--- src/rtl/axi_arb_pkg.sv ---
// Shared types and constants for the two-master AXI4-Lite arbiter.
package axi_arb_pkg;

  typedef enum logic [2:0] {
    IDLE,
    WR_REQ,
    WR_RSP,
    RD_REQ,
    RD_RSP
  } arb_state_e;

  localparam logic [31:0] TIMEOUT_RDATA   = 32'hDEAD_BEEF;
  localparam int          TIMEOUT_DEFAULT = 255;

endpackage

--- src/rtl/axi_lite_arbiter_rr_arb2.sv ---
// Combinational 2-way round-robin picker: on a tie the master that did not
// finish last wins.
module rr_arb2 (
  input  logic [1:0] req,
  input  logic       last,
  output logic [1:0] gnt,
  output logic       gnt_idx
);

  always_comb begin
    gnt_idx = 1'b0;
    if (req == 2'b11) gnt_idx = ~last;
    else              gnt_idx = req[1];
    gnt = 2'b00;
    if (req != 2'b00) gnt[gnt_idx] = 1'b1;
  end

endmodule

--- src/rtl/axi_lite_arbiter.sv ---
// Two-master AXI4-Lite arbiter onto one slave: one transaction in flight,
// round-robin per transaction, forced response if the slave hangs.
module axi_lite_arbiter
  import axi_arb_pkg::*;
#(
  parameter int ADDR_W  = 32,
  parameter int DATA_W  = 32,
  parameter int STRB_W  = DATA_W / 8,
  parameter int TIMEOUT = TIMEOUT_DEFAULT
) (
  input  logic              clk,
  input  logic              rst,
  // master 0
  input  logic [ADDR_W-1:0] s0_awaddr,
  input  logic              s0_awvalid,
  output logic              s0_awready,
  input  logic [DATA_W-1:0] s0_wdata,
  input  logic [STRB_W-1:0] s0_wstrb,
  input  logic              s0_wvalid,
  output logic              s0_wready,
  output logic              s0_bvalid,
  input  logic              s0_bready,
  input  logic [ADDR_W-1:0] s0_araddr,
  input  logic              s0_arvalid,
  output logic              s0_arready,
  output logic [DATA_W-1:0] s0_rdata,
  output logic              s0_rvalid,
  input  logic              s0_rready,
  // master 1
  input  logic [ADDR_W-1:0] s1_awaddr,
  input  logic              s1_awvalid,
  output logic              s1_awready,
  input  logic [DATA_W-1:0] s1_wdata,
  input  logic [STRB_W-1:0] s1_wstrb,
  input  logic              s1_wvalid,
  output logic              s1_wready,
  output logic              s1_bvalid,
  input  logic              s1_bready,
  input  logic [ADDR_W-1:0] s1_araddr,
  input  logic              s1_arvalid,
  output logic              s1_arready,
  output logic [DATA_W-1:0] s1_rdata,
  output logic              s1_rvalid,
  input  logic              s1_rready,
  // slave
  output logic [ADDR_W-1:0] m_awaddr,
  output logic              m_awvalid,
  input  logic              m_awready,
  output logic [DATA_W-1:0] m_wdata,
  output logic [STRB_W-1:0] m_wstrb,
  output logic              m_wvalid,
  input  logic              m_wready,
  input  logic              m_bvalid,
  output logic              m_bready,
  output logic [ADDR_W-1:0] m_araddr,
  output logic              m_arvalid,
  input  logic              m_arready,
  input  logic [DATA_W-1:0] m_rdata,
  input  logic              m_rvalid,
  output logic              m_rready,
  output logic              timeout_err
);

  // Counter holds up to TIMEOUT+1 so "forced" stays true after the first forced cycle.
  localparam int              CNT_W  = $clog2(TIMEOUT + 2);
  localparam logic [CNT_W-1:0] TMO   = CNT_W'(TIMEOUT);
  localparam bit              TMO_EN = (TIMEOUT != 0);

  logic [1:0][ADDR_W-1:0] s_awaddr, s_araddr;
  logic [1:0][DATA_W-1:0] s_wdata, s_rdata;
  logic [1:0][STRB_W-1:0] s_wstrb;
  logic [1:0] s_awvalid, s_wvalid, s_arvalid, s_bready, s_rready;
  logic [1:0] s_awready, s_wready, s_arready, s_bvalid, s_rvalid;

  assign s_awaddr  = {s1_awaddr,  s0_awaddr};
  assign s_araddr  = {s1_araddr,  s0_araddr};
  assign s_wdata   = {s1_wdata,   s0_wdata};
  assign s_wstrb   = {s1_wstrb,   s0_wstrb};
  assign s_awvalid = {s1_awvalid, s0_awvalid};
  assign s_wvalid  = {s1_wvalid,  s0_wvalid};
  assign s_arvalid = {s1_arvalid, s0_arvalid};
  assign s_bready  = {s1_bready,  s0_bready};
  assign s_rready  = {s1_rready,  s0_rready};

  assign s0_awready = s_awready[0];
  assign s1_awready = s_awready[1];
  assign s0_wready  = s_wready[0];
  assign s1_wready  = s_wready[1];
  assign s0_arready = s_arready[0];
  assign s1_arready = s_arready[1];
  assign s0_bvalid  = s_bvalid[0];
  assign s1_bvalid  = s_bvalid[1];
  assign s0_rvalid  = s_rvalid[0];
  assign s1_rvalid  = s_rvalid[1];
  assign s0_rdata   = s_rdata[0];
  assign s1_rdata   = s_rdata[1];

  arb_state_e        state_q, state_d;
  logic              last_q, last_d;
  logic              win_q, win_d;
  logic              aw_done_q, aw_done_d;
  logic              w_done_q, w_done_d;
  logic              m_awvalid_q, m_awvalid_d;
  logic              m_wvalid_q, m_wvalid_d;
  logic              m_arvalid_q, m_arvalid_d;
  logic [ADDR_W-1:0] m_awaddr_q, m_awaddr_d;
  logic [ADDR_W-1:0] m_araddr_q, m_araddr_d;
  logic [DATA_W-1:0] m_wdata_q, m_wdata_d;
  logic [STRB_W-1:0] m_wstrb_q, m_wstrb_d;
  logic [CNT_W-1:0]  cnt_q, cnt_d;
  logic              timeout_err_q, timeout_err_d;

  assign m_awaddr    = m_awaddr_q;
  assign m_awvalid   = m_awvalid_q;
  assign m_wdata     = m_wdata_q;
  assign m_wstrb     = m_wstrb_q;
  assign m_wvalid    = m_wvalid_q;
  assign m_araddr    = m_araddr_q;
  assign m_arvalid   = m_arvalid_q;
  assign timeout_err = timeout_err_q;

  logic [1:0] wreq, req, gnt;
  logic       gnt_idx, pick_wr, forced, aw_hs, w_hs, ar_hs, rsp_in;

  assign wreq = s_awvalid & s_wvalid;
  assign req  = wreq | s_arvalid;

  rr_arb2 u_rr (
    .req     (req),
    .last    (last_q),
    .gnt     (gnt),
    .gnt_idx (gnt_idx)
  );

  // A master with both a write and a read pending is served its write first.
  assign pick_wr = wreq[gnt_idx];
  assign forced  = TMO_EN && (cnt_q >= TMO);
  assign aw_hs   = m_awvalid_q & m_awready;
  assign w_hs    = m_wvalid_q & m_wready;
  assign ar_hs   = m_arvalid_q & m_arready;
  assign rsp_in  = (state_q == WR_RSP) ? m_bvalid : m_rvalid;

  // Upstream handshakes and response forwarding through the winner mux.
  always_comb begin
    s_awready = '0;
    s_wready  = '0;
    s_arready = '0;
    s_bvalid  = '0;
    s_rvalid  = '0;
    s_rdata   = '0;
    m_bready  = 1'b0;
    m_rready  = 1'b0;
    case (state_q)
      IDLE: begin
        // Late responses from a timed-out transaction are swallowed here.
        m_bready  = 1'b1;
        m_rready  = 1'b1;
        s_awready = gnt & {2{pick_wr}};
        s_wready  = gnt & {2{pick_wr}};
        s_arready = gnt & {2{~pick_wr}};
      end
      WR_RSP: begin
        s_bvalid[win_q] = forced | m_bvalid;
        m_bready        = ~forced & s_bready[win_q];
      end
      RD_RSP: begin
        s_rvalid[win_q] = forced | m_rvalid;
        s_rdata[win_q]  = forced ? DATA_W'(TIMEOUT_RDATA) : m_rdata;
        m_rready        = ~forced & s_rready[win_q];
      end
      default: ;
    endcase
  end

  always_comb begin
    state_d       = state_q;
    last_d        = last_q;
    win_d         = win_q;
    aw_done_d     = aw_done_q;
    w_done_d      = w_done_q;
    m_awvalid_d   = m_awvalid_q;
    m_wvalid_d    = m_wvalid_q;
    m_arvalid_d   = m_arvalid_q;
    m_awaddr_d    = m_awaddr_q;
    m_araddr_d    = m_araddr_q;
    m_wdata_d     = m_wdata_q;
    m_wstrb_d     = m_wstrb_q;
    cnt_d         = '0;
    timeout_err_d = 1'b0;
    case (state_q)
      IDLE: begin
        if (|req) begin
          win_d = gnt_idx;
          if (pick_wr) begin
            m_awaddr_d  = s_awaddr[gnt_idx];
            m_wdata_d   = s_wdata[gnt_idx];
            m_wstrb_d   = s_wstrb[gnt_idx];
            m_awvalid_d = 1'b1;
            m_wvalid_d  = 1'b1;
            aw_done_d   = 1'b0;
            w_done_d    = 1'b0;
            state_d     = WR_REQ;
          end else begin
            m_araddr_d  = s_araddr[gnt_idx];
            m_arvalid_d = 1'b1;
            state_d     = RD_REQ;
          end
        end
      end
      WR_REQ: begin
        if (aw_hs) begin
          m_awvalid_d = 1'b0;
          aw_done_d   = 1'b1;
        end
        if (w_hs) begin
          m_wvalid_d = 1'b0;
          w_done_d   = 1'b1;
        end
        if ((aw_done_q | aw_hs) && (w_done_q | w_hs)) state_d = WR_RSP;
      end
      RD_REQ: begin
        if (ar_hs) begin
          m_arvalid_d = 1'b0;
          state_d     = RD_RSP;
        end
      end
      WR_RSP, RD_RSP: begin
        if ((s_bvalid[win_q] && s_bready[win_q]) || (s_rvalid[win_q] && s_rready[win_q])) begin
          last_d  = win_q;
          state_d = IDLE;
        end else begin
          cnt_d = cnt_q;
          if (TMO_EN && !rsp_in && cnt_q <= TMO) cnt_d = cnt_q + 1'b1;
          timeout_err_d = TMO_EN && (cnt_d == TMO) && (cnt_q != TMO);
        end
      end
      default: state_d = IDLE;
    endcase
  end

  always_ff @(posedge clk) begin
    if (rst) begin
      state_q       <= IDLE;
      last_q        <= 1'b1;
      win_q         <= 1'b0;
      aw_done_q     <= 1'b0;
      w_done_q      <= 1'b0;
      m_awvalid_q   <= 1'b0;
      m_wvalid_q    <= 1'b0;
      m_arvalid_q   <= 1'b0;
      m_awaddr_q    <= '0;
      m_araddr_q    <= '0;
      m_wdata_q     <= '0;
      m_wstrb_q     <= '0;
      cnt_q         <= '0;
      timeout_err_q <= 1'b0;
    end else begin
      state_q       <= state_d;
      last_q        <= last_d;
      win_q         <= win_d;
      aw_done_q     <= aw_done_d;
      w_done_q      <= w_done_d;
      m_awvalid_q   <= m_awvalid_d;
      m_wvalid_q    <= m_wvalid_d;
      m_arvalid_q   <= m_arvalid_d;
      m_awaddr_q    <= m_awaddr_d;
      m_araddr_q    <= m_araddr_d;
      m_wdata_q     <= m_wdata_d;
      m_wstrb_q     <= m_wstrb_d;
      cnt_q         <= cnt_d;
      timeout_err_q <= timeout_err_d;
    end
  end

endmodule
--- config.mk ---
export PLATFORM = sky130hd
export DESIGN_NAME = axi_lite_arbiter
export DESIGN_NICKNAME = d
export VERILOG_FILES = /design/src/rtl/axi_arb_pkg.sv /design/src/rtl/axi_lite_arbiter_rr_arb2.sv /design/src/rtl/axi_lite_arbiter.sv
export SDC_FILE = /design/constraint.sdc
export NUM_CORES = 1
export LEC_CHECK = 0
export BUFFER_PORTS_ARGS = -buffer_cell sky130_fd_sc_hd__buf_2
export CELL_PAD_IN_SITES_DETAIL_PLACEMENT = 1
export CELL_PAD_IN_SITES_GLOBAL_PLACEMENT = 2
export CORE_AREA = 2 2 180 182
export CTS_BUF_LIST = sky130_fd_sc_hd__clkbuf_4
export DETAILED_ROUTE_END_ITERATION = 7
export DIE_AREA = 0 0 182 184
export GPL_TIMING_DRIVEN = 1
export PLACE_DENSITY = 0.83
export REMOVE_ABC_BUFFERS = 1
export SYNTH_ARGS = -nofsm -noshare
export SYNTH_HDL_FRONTEND = slang
export SYNTH_SLANG_ARGS = --single-unit
--- constraint.sdc ---
create_clock -name clk -period 2.8 [get_ports clk]
set_clock_uncertainty 0.1 [all_clocks]
set_input_delay 0.14 -clock clk [delete_from_list [all_inputs] [get_ports clk]]
set_output_delay 0.14 -clock clk [all_outputs]
set_load 0.05 [all_outputs]
# After elaboration in Yosys (flattened, before gate mapping)
# Index checks and enable logic that the tools add are counted.
[classes] n_addsub=1 muxes=60 n_lt_le_gt_ge=6 eq_ne=15 reduce_logical=24 n_bitwise=20
[op_table] operator="2-to-1 mux 32 bit" count=8
[op_table] operator="AND 64 bit" count=1
[op_table] operator="2-to-1 mux 64 bit" count=1
[op_table] operator="demux 32 bit (select 1 bit)" count=1
[op_table] operator="2-to-1 mux 9 bit" count=3
[op_table] operator="2-to-1 mux 1 bit" count=25
[op_table] operator="inequality test 2 bit (second input constant)" count=8
[op_table] operator="AND reduction 4 bit" count=4
[op_table] operator="one-hot mux 1 bit (2 select lines)" count=7
[op_table] operator="2-to-1 mux 2 bit" count=6
[op_table] operator="2-to-1 mux 3 bit" count=4
[op_table] operator="one-hot mux 3 bit (4 select lines)" count=1
[op_table] operator="AND 2 bit" count=5
[op_table] operator="adder 9 x 1 -> 9 bit (second input constant)" count=1
[op_table] operator="== test 9 x 8 -> 1 bit (second input constant)" count=1
[op_table] operator="greater-or-equal comparator 9 x 8 -> 1 bit (second input constant)" count=1
[op_table] operator="<= comparator 9 x 8 -> 1 bit (second input constant)" count=1
[op_table] operator="inequality test 9 x 8 -> 1 bit (second input constant)" count=1
[op_table] operator="2-to-1 mux 4 bit" count=2
[op_table] operator="logical AND 1 bit" count=7
[op_table] operator="== test 3 x 2 -> 1 bit (second input constant)" count=2
[op_table] operator="AND reduction 3 bit" count=2
[op_table] operator="nonzero test 2 bit" count=3
[op_table] operator="AND 1 bit" count=5
[op_table] operator="15 further kinds" count=26
[totals] elab_cells=140 regBits=120

# Logic depth before layout (Yosys ltp)
# Gate-level depths: netlist of run 1.
[depth] ltp_word=14 ltp_mapped=10

# Cells and area by module
# From an unflattened synthesis of run 1, not the netlist that was laid out.
[hier_totals] hier_cells=722 hier_area_um2=6064.6
[modules_own_cells] module="axi_lite_arbiter" cells_each=718 area_each_um2=6038.3 instances=1
[modules_own_cells] module="rr_arb2" cells_each=4 area_each_um2=26.3 instances=1

# Worst setup path before layout of run 1
# OpenSTA, ideal clock, no wires.
[synth_timing] path_kind="register -> output" startpoint="register cnt_q[0]" endpoint="output port m_bready" path_buffers=2 path_stages_with_launch=10 t_required_ps=2560 setup_slack_ps=-409 t_arrival_ps=2969 cell_sequence="dfxtp_1 -> ha_1 -> and2_1 -> and4_1 -> ha_1 -> clkbuf_1 -> nor2_1 -> o21ai_1 -> clkbuf_1 -> o21ai_0"
[synth_via] elab_chain_cells=4
[synth_rtl] item="from (decl)" line_no="axi_lite_arbiter.sv:110" rtl="logic [CNT_W-1:0] cnt_q, cnt_d;"
[synth_rtl] item="from (signal assigned)" line_no="axi_lite_arbiter.sv:270" rtl="cnt_q <= cnt_d;"
[synth_rtl] item="greater-or-equal comparator 9 x 8 -> 1 bit" line_no="axi_lite_arbiter.sv:137" rtl="assign forced = TMO_EN && (cnt_q >= TMO);"
[synth_rtl] item="NOT 1 bit" line_no="axi_lite_arbiter.sv:164" rtl="m_bready = ~forced & s_bready[win_q];"
[synth_rtl] item="AND 1 bit" line_no="axi_lite_arbiter.sv:164"
[synth_rtl] item="one-hot mux 1 bit (2 select lines)" line_no="axi_lite_arbiter.sv:153" rtl="case (state_q)"
[synth_rtl] item="to (decl)" line_no="axi_lite_arbiter.sv:54" rtl="output logic m_bready,"
# No other way between the ends.

# Final worst setup path of run 1
[layout_timing] startpoint="register cnt_q[1]" endpoint="output port s0_rdata[30]"
[layout_via] elab_chain_cells=4
[layout_rtl] item="greater-or-equal comparator 9 x 8 -> 1 bit" line_no="axi_lite_arbiter.sv:137"
[layout_rtl] item="2-to-1 mux 32 bit" line_no="axi_lite_arbiter.sv:168" rtl="s_rdata[win_q] = forced ? DATA_W'(TIMEOUT_RDATA) : m_rdata;"
[layout_rtl] item="AND 64 bit (no line)"
[layout_rtl] item="2-to-1 mux 64 bit" line_no="axi_lite_arbiter.sv:153"
[layout_rtl] item="to (decl)" line_no="axi_lite_arbiter.sv:26" rtl="output logic [DATA_W-1:0] s0_rdata,"
# No other way between the ends.

==> results of run 1 <==
[registers in the layout, summed over array words and instances, names as in the netlist, 3 cells and up]
| signal | flops |
|---|---|
| m_awaddr | 32 |
| cnt_q | 9 |
| m_wstrb | 4 |
| m_araddr | 32 |
| state_q | 3 |
| m_wdata | 32 |
[metrics by stage]
step           hold slack, ns  util [%]
6_report               0.0735      39.2
5_1_grt                0.0637      39.2
4_1_cts               0.00341      38.4
3_5_place_dp            0.367      28.4
3_3_place_gp            0.341      28.4
2_1_floorplan           0.109         -
[tightest hold or removal path, stage by stage]
cell       delay (ns)
buf_2            0.09
a21o_1           0.16
a2bb2oi_4        0.10
nand2_1          0.12
a21oi_1          0.07
[cell usage after synthesis (all sizes together), types with 2 or more instances]
cell type | count | share of area [%]
a211oi | 103 | 12
nand2b | 2 | 0.20
a21oi | 10 | 0.99
dfxtp | 120 | 39
xnor2 | 2 | 0.28
or4b | 2 | 0.32
nand3b | 2 | 0.24
a21boi | 2 | 0.24
a21o | 2 | 0.26
a31oi | 4 | 0.40
nor2b | 3 | 0.30
and2 | 6 | 0.60
and3 | 19 | 1.9
nor2 | 190 | 11
buf | 29 | 2.8
o31ai | 3 | 0.36
o31a | 4 | 0.56
inv | 6 | 0.36
or3 | 3 | 0.32
nor3 | 6 | 0.48
ha | 2 | 0.40
and4 | 2 | 0.28
nand2 | 16 | 0.97
nand3 | 6 | 0.48
mux2i | 105 | 17
o2111ai | 3 | 0.42
o211ai | 2 | 0.24
o21ai | 8 | 0.70
xor2 | 4 | 0.56
nor3b | 3 | 0.36
clkbuf | 35 | 2.3
[layer usage]
metal / vias to the layer above / GRT usage [%]
met4: 0 / 10.7
met1: 4000 / 20.0
li1: 3970 / -
met2: 376 / 38.0
met5: - / 0
met3: 85 / 5.37
[logic make-up after synthesis]
logic type | share of synthesized area, %
xor+xnor | 0.845
compound gates | 18.2
simple gates | 19.2
mux | 17.1
buf+inv | 5.64
flops | 38.6
fa+ha+maj | 0.403
[power by group]
| part | internal (W) | switching, W |
|---|---|---|
| sequential | 0.00213 | 0.000296 |
| combinational | 0.00168 | 0.00317 |
| clock | 0.000547 | 0.000824 |
[final timing paths]
path	start	end	slack [ns]	cells past startpoint
worst max-delay path	cnt_q[1]$_SDFF_PP0_	s0_rdata[30]	0.08	10
worst min-delay path	s0_arvalid	win_q$_SDFFE_PP0P_	0.07	5
worst max register to register	last_q$_SDFFE_PP1P_	m_wdata[14]$_SDFFE_PP0P_	0.12	7
worst min register to register	w_done_q$_SDFFE_PP0P_	w_done_q$_SDFFE_PP0P_	0.37	2
[repair_timing]
item,in CTS,in global routing
hold buffers,235,0
cloned,3,3
setup endpoints to repair,71,89
setup buffers,8,7
pin swaps,6,6
resized for setup,128,26
endpoints found under the hold margin,116,0
[final cells by class]
cell class              instances  area [sq um]
diodes                          4          10.0
clock buffers                  17           128
clock inverters                15           166
fillers                      3718         19100
inverters                       6          22.5
multi-input cells             537          3750
flip-flops and latches        120          2410
well taps                     402           503
repair buffers                712          5300
==> metrics.txt, run 1 <==
PD cells=703 mW/mm^2; Peak Freq=367 MHz; io pins=429; total of warnings raised by yosys=0; type of the worst setup path=reg2out; TritonCTS clock tree=built; HPWL Detailed=~22 mm; Initial Util=19.8%; post-route ant nets=0; status=complete, no violations; Via-to-Cell Ratio=4.65; met3 routed WL=2.20 mm; Worst-Skew Late Latency=~0.55 ns; cells along the critical path=ha_4 -> and2_4 -> and4_4 -> ha_4 -> nor2_4 -> o21ai_4 -> buf_12 -> nor2_4 -> nor2_2 -> buf_6; die height=184 um; first-pass GRT wire length=52.1 mm; Finished Cell Area=0.0123 sq mm; initial antenna violation count=4; final setup vio count=0; cells after synthesis=around 730; CP bufs+invs=2; mapped cell area=0.00622 sq mm; wl on met1=13.1 mm; vias in the first global route=between 9,000 and 10,000; post-place setup slack=0.00268 ns; Worst Max-Slew Pin Slew=approximately 0.8 ns; chip width=182 um; CP required=roughly 2.6 ns; sequential fraction of the synthesis area=38.6%; crit-path leading delay family=simple AND/OR/NAND/NOR gates; Avg WL per Cell=19.6 um; Tot GR Track Use=20.1%; fin. max-slew vios=0; Netlist cell types=63; unrepaired setup endpoints after global routing=true; vias=8,431; Final Instance Count excl. Fillers=between 1,500 and 2,000; fin crit period=2.72 ns; Worst-path clk slew=around 0.14 ns; final hold viol count=0; critical path peak fanout=8; std cell rows=65; Post-route DRC=0; Core Region=approximately 0.031 sq mm; Iter 0 DRT Violations=229; Pleak=around 5.6 nW; crit share post-route=97.2%; main flop type after synthesis=dfxtp_1; highest routed layer=met4; Max IR drop VDD=about 0.39 mV; gpl congestion=0.743; NumNets Final=around 1,600; most frequent cells in the layout=buf_2, dlygate4sd3_1, nor2_1; most common cell after layout, fill and taps aside=buf_2; port bufs=428; syn_area_per_cell=8.57 sq um; Congestion Overflow GR=0; H-tree depth=4; TritonRoute pass-1 iters=4; Clock Tree Root=clkbuf_4; Slew headroom=45.6%; share of cells above drive strength 1=about two fifths; largest net degree at the start of global routing=74; crit path DAT=about 2.5 ns; flops & latches, synth=120; Worst path slowest cell=dfxtp_2; routed wire length=35.5 mm; crit start category=flop; cts bufs inserted=17; number of max-cap violations=0; die area=between 0.03 and 0.04 sq mm; TritonCTS Sinks=120; met2 wire len=about 19 mm; number of flops mapped to enable cells by yosys=0; Slowest Stage Delay on Critical Path=0.37 ns; ys async rst share=0%; Worst Slack Setup Final=0.0774 ns; placed cells=approximately 1,500; total power=0.00864 W; Hold Crit Class=in2reg; DP Area=0.00891 sq mm; CTS Buffer Depth=2; TNS Setup=0 ns; Setup crit end kind=primary output; P&R area growth vs syn=97.8%
Power figures use the tool's default switching activity.
==> run 2: changes to the inputs <==
MAX_ROUTING_LAYER = met4   (was not set)
==> run 2 against run 1 <==
Compared with the run above:
- cell area rose by 0.45%
- core utilization rose by 0.18 points
- via count fell by 0.17%
- routed wire length barely moved
- sequential share of layout area fell by 0.088 points
- die area did not move
- sequential power barely moved
- worst setup slack got worse by 0.0053 ns
- non-clock buffer count did not move
- critical path type unchanged
==> metrics.txt, run 2 (same netlist as run 1, synthesis figures left out) <==
CTS Buffer Depth=2; Hold Crit Class=in2reg; fin crit period=2.73 ns; TritonCTS Sinks=120; std cell rows=65; H-tree depth=4; FF-to-FF Start=last_q$_SDFFE_PP1P_; initial antenna violation count=4; Core Region=0.0314 sq mm; TritonRoute pass-1 iters=4; crit share post-route=97.4%; post-route ant nets=0; io pins=429; hold-critical path depth=5; number of max-cap violations=0; TNS Setup=0 ns; Max IR drop VDD=0.388 mV; TritonCTS clock tree=built; Hold Crit Endpoint=win_q$_SDFFE_PP0P_; P&R area growth vs syn=98.7%; Fin Hold WS=approximately 0.074 ns; final hold viol count=0; Worst path slowest cell=dfxtp_2; R2R depth=7; gpl congestion=0.753; HPWL Detailed=21.7 mm; Reg2Reg Capture Point=m_wdata[14]$_SDFFE_PP0P_; Setup crit end kind=primary output; crit path DAT=2.49 ns; most common cell after layout, fill and taps aside=buf_2; Initial Util=19.8%; Slowest Stage Delay on Critical Path=0.37 ns; type of the worst setup path=reg2out; vias in the first global route=9,434; Worst Max-Slew Pin Slew=0.819 ns; die area=~0.033 sq mm; Via-to-Cell Ratio=4.64; critical path peak fanout=8; Worst-Skew Late Latency=0.55 ns; first-pass GRT wire length=52.1 mm; cells along the critical path=ha_4 -> and2_4 -> and4_4 -> ha_4 -> nor2_4 -> o21ai_4 -> buf_12 -> nor2_4 -> nor2_2 -> buf_6; largest net degree at the start of global routing=74; fin. max-slew vios=0; share of cells above drive strength 1=40.9%; final setup vio count=0; R2R Setup Slk=~0.13 ns; NumNets Final=1,645; routed wire length=35.5 mm; Clock Tree Root=clkbuf_4; Worst-path clk slew=0.14 ns; CP required=2.56 ns; unrepaired setup endpoints after global routing=true; port bufs=428; Congestion Overflow GR=0; die height=184 um; most frequent cells in the layout=buf_2, dlygate4sd3_1, nor2_1; chip width=approximately 180 um; Post-route DRC=0; hold path startpoint=s0_arvalid; Pleak=5.63 nW; Tot GR Track Use=between 20% and 30%; PD cells=700 mW/mm^2; cts bufs inserted=17; Avg WL per Cell=19.6 um; crit start category=flop; Iter 0 DRT Violations=246; vias=8,417; status=complete, no violations; Slew headroom=44.9%; Peak Freq=367 MHz
-- run 2: cell counts in the layout (fill, tap and decap cells not counted) --
Identical to the previous run, type by type.
-- run 2: worst max path at each step --
| stage | from | endpoint | slack, ns |
|---|---|---|---|
| floorplan | s1_awvalid | s0_awready | -9.17 |
| CTS | cnt_q[0]$_SDFF_PP0_ | s1_rdata[8] | -0.03 |
| finish | cnt_q[1]$_SDFF_PP0_ | s0_rdata[30] | 0.07 |
| detailed placement | cnt_q[0]$_SDFF_PP0_ | timeout_err$_SDFF_PP0_ | 0.003 |
| global route | cnt_q[0]$_SDFF_PP0_ | s0_rdata[30] | -0.07 |
| global placement | cnt_q[0]$_SDFF_PP0_ | timeout_err$_SDFF_PP0_ | 0.09 |
-- run 2: critical path, delay by kind of cell (launching register included) --
kind                     cells  cell delay [ns]
AO/OA/AOI/OAI                1             0.15
buffers and inverters        2             0.34
AND/OR/NAND/NOR              5             0.71
adder cells (fa/ha/maj)      2             0.35
flip-flops                   1             0.37
-- run 2: what timing repair did --
| item | CTS | global route |
|---|---|---|
| setup endpoints to repair | 71 | 91 |
| setup buffers | 8 | 7 |
| gates cloned | 3 | 3 |
| hold buffers | 235 | 0 |
| resized for setup | 128 | 40 |
| endpoints found under the hold margin | 116 | 0 |
| pin swaps | 6 | 12 |
-- run 2: layout make-up --
| type | instances | area (sq um) |
|---|---|---|
| clock buffer | 17 | 128 |
| multi-input combinational | 537 | 3780 |
| timing repair buffer | 712 | 5330 |
| tap | 402 | 503 |
| inverter | 6 | 22.5 |
| antenna | 4 | 10.0 |
| sequential | 120 | 2410 |
| fill | 3710 | 19000 |
| clock inverter | 15 | 166 |
-- run 2: metal layers --
layer  vias up  part of all wire (%)  track usage (%)
met4         0                   4.0             10.7
met3        82                   5.6             4.81
met5         -                     0                -
li1       3967                     -                -
met2       370                    53             38.0
met1      3998                    38             20.5
-- run 2: stage by stage --
stage	setup WS (ns)	area [sq um]	util, %	total power [W]	instances
final	0.0721	12400	39.3	0.00865	1813
after global routing	-0.0656	12400	39.3	0.00911	1813
after CTS	-0.0275	12100	38.4	0.00842	1799
after detailed placement	0.00268	8910	28.4	0.00647	1521
after global placement	0.0932	8910	28.4	0.00639	1521
after floorplan	-9.17	5890	-	0.00541	660
-- run 2: power by group --
| group | switching (W) | total [W] | leakage [nW] | internal, W |
|---|---|---|---|---|
| combinational | 0.00316 | 0.00484 | 4.50 | 0.00168 |
| sequential | 0.000296 | 0.00243 | 0.990 | 0.00213 |
| clock | 0.000828 | 0.00138 | 0.146 | 0.000547 |
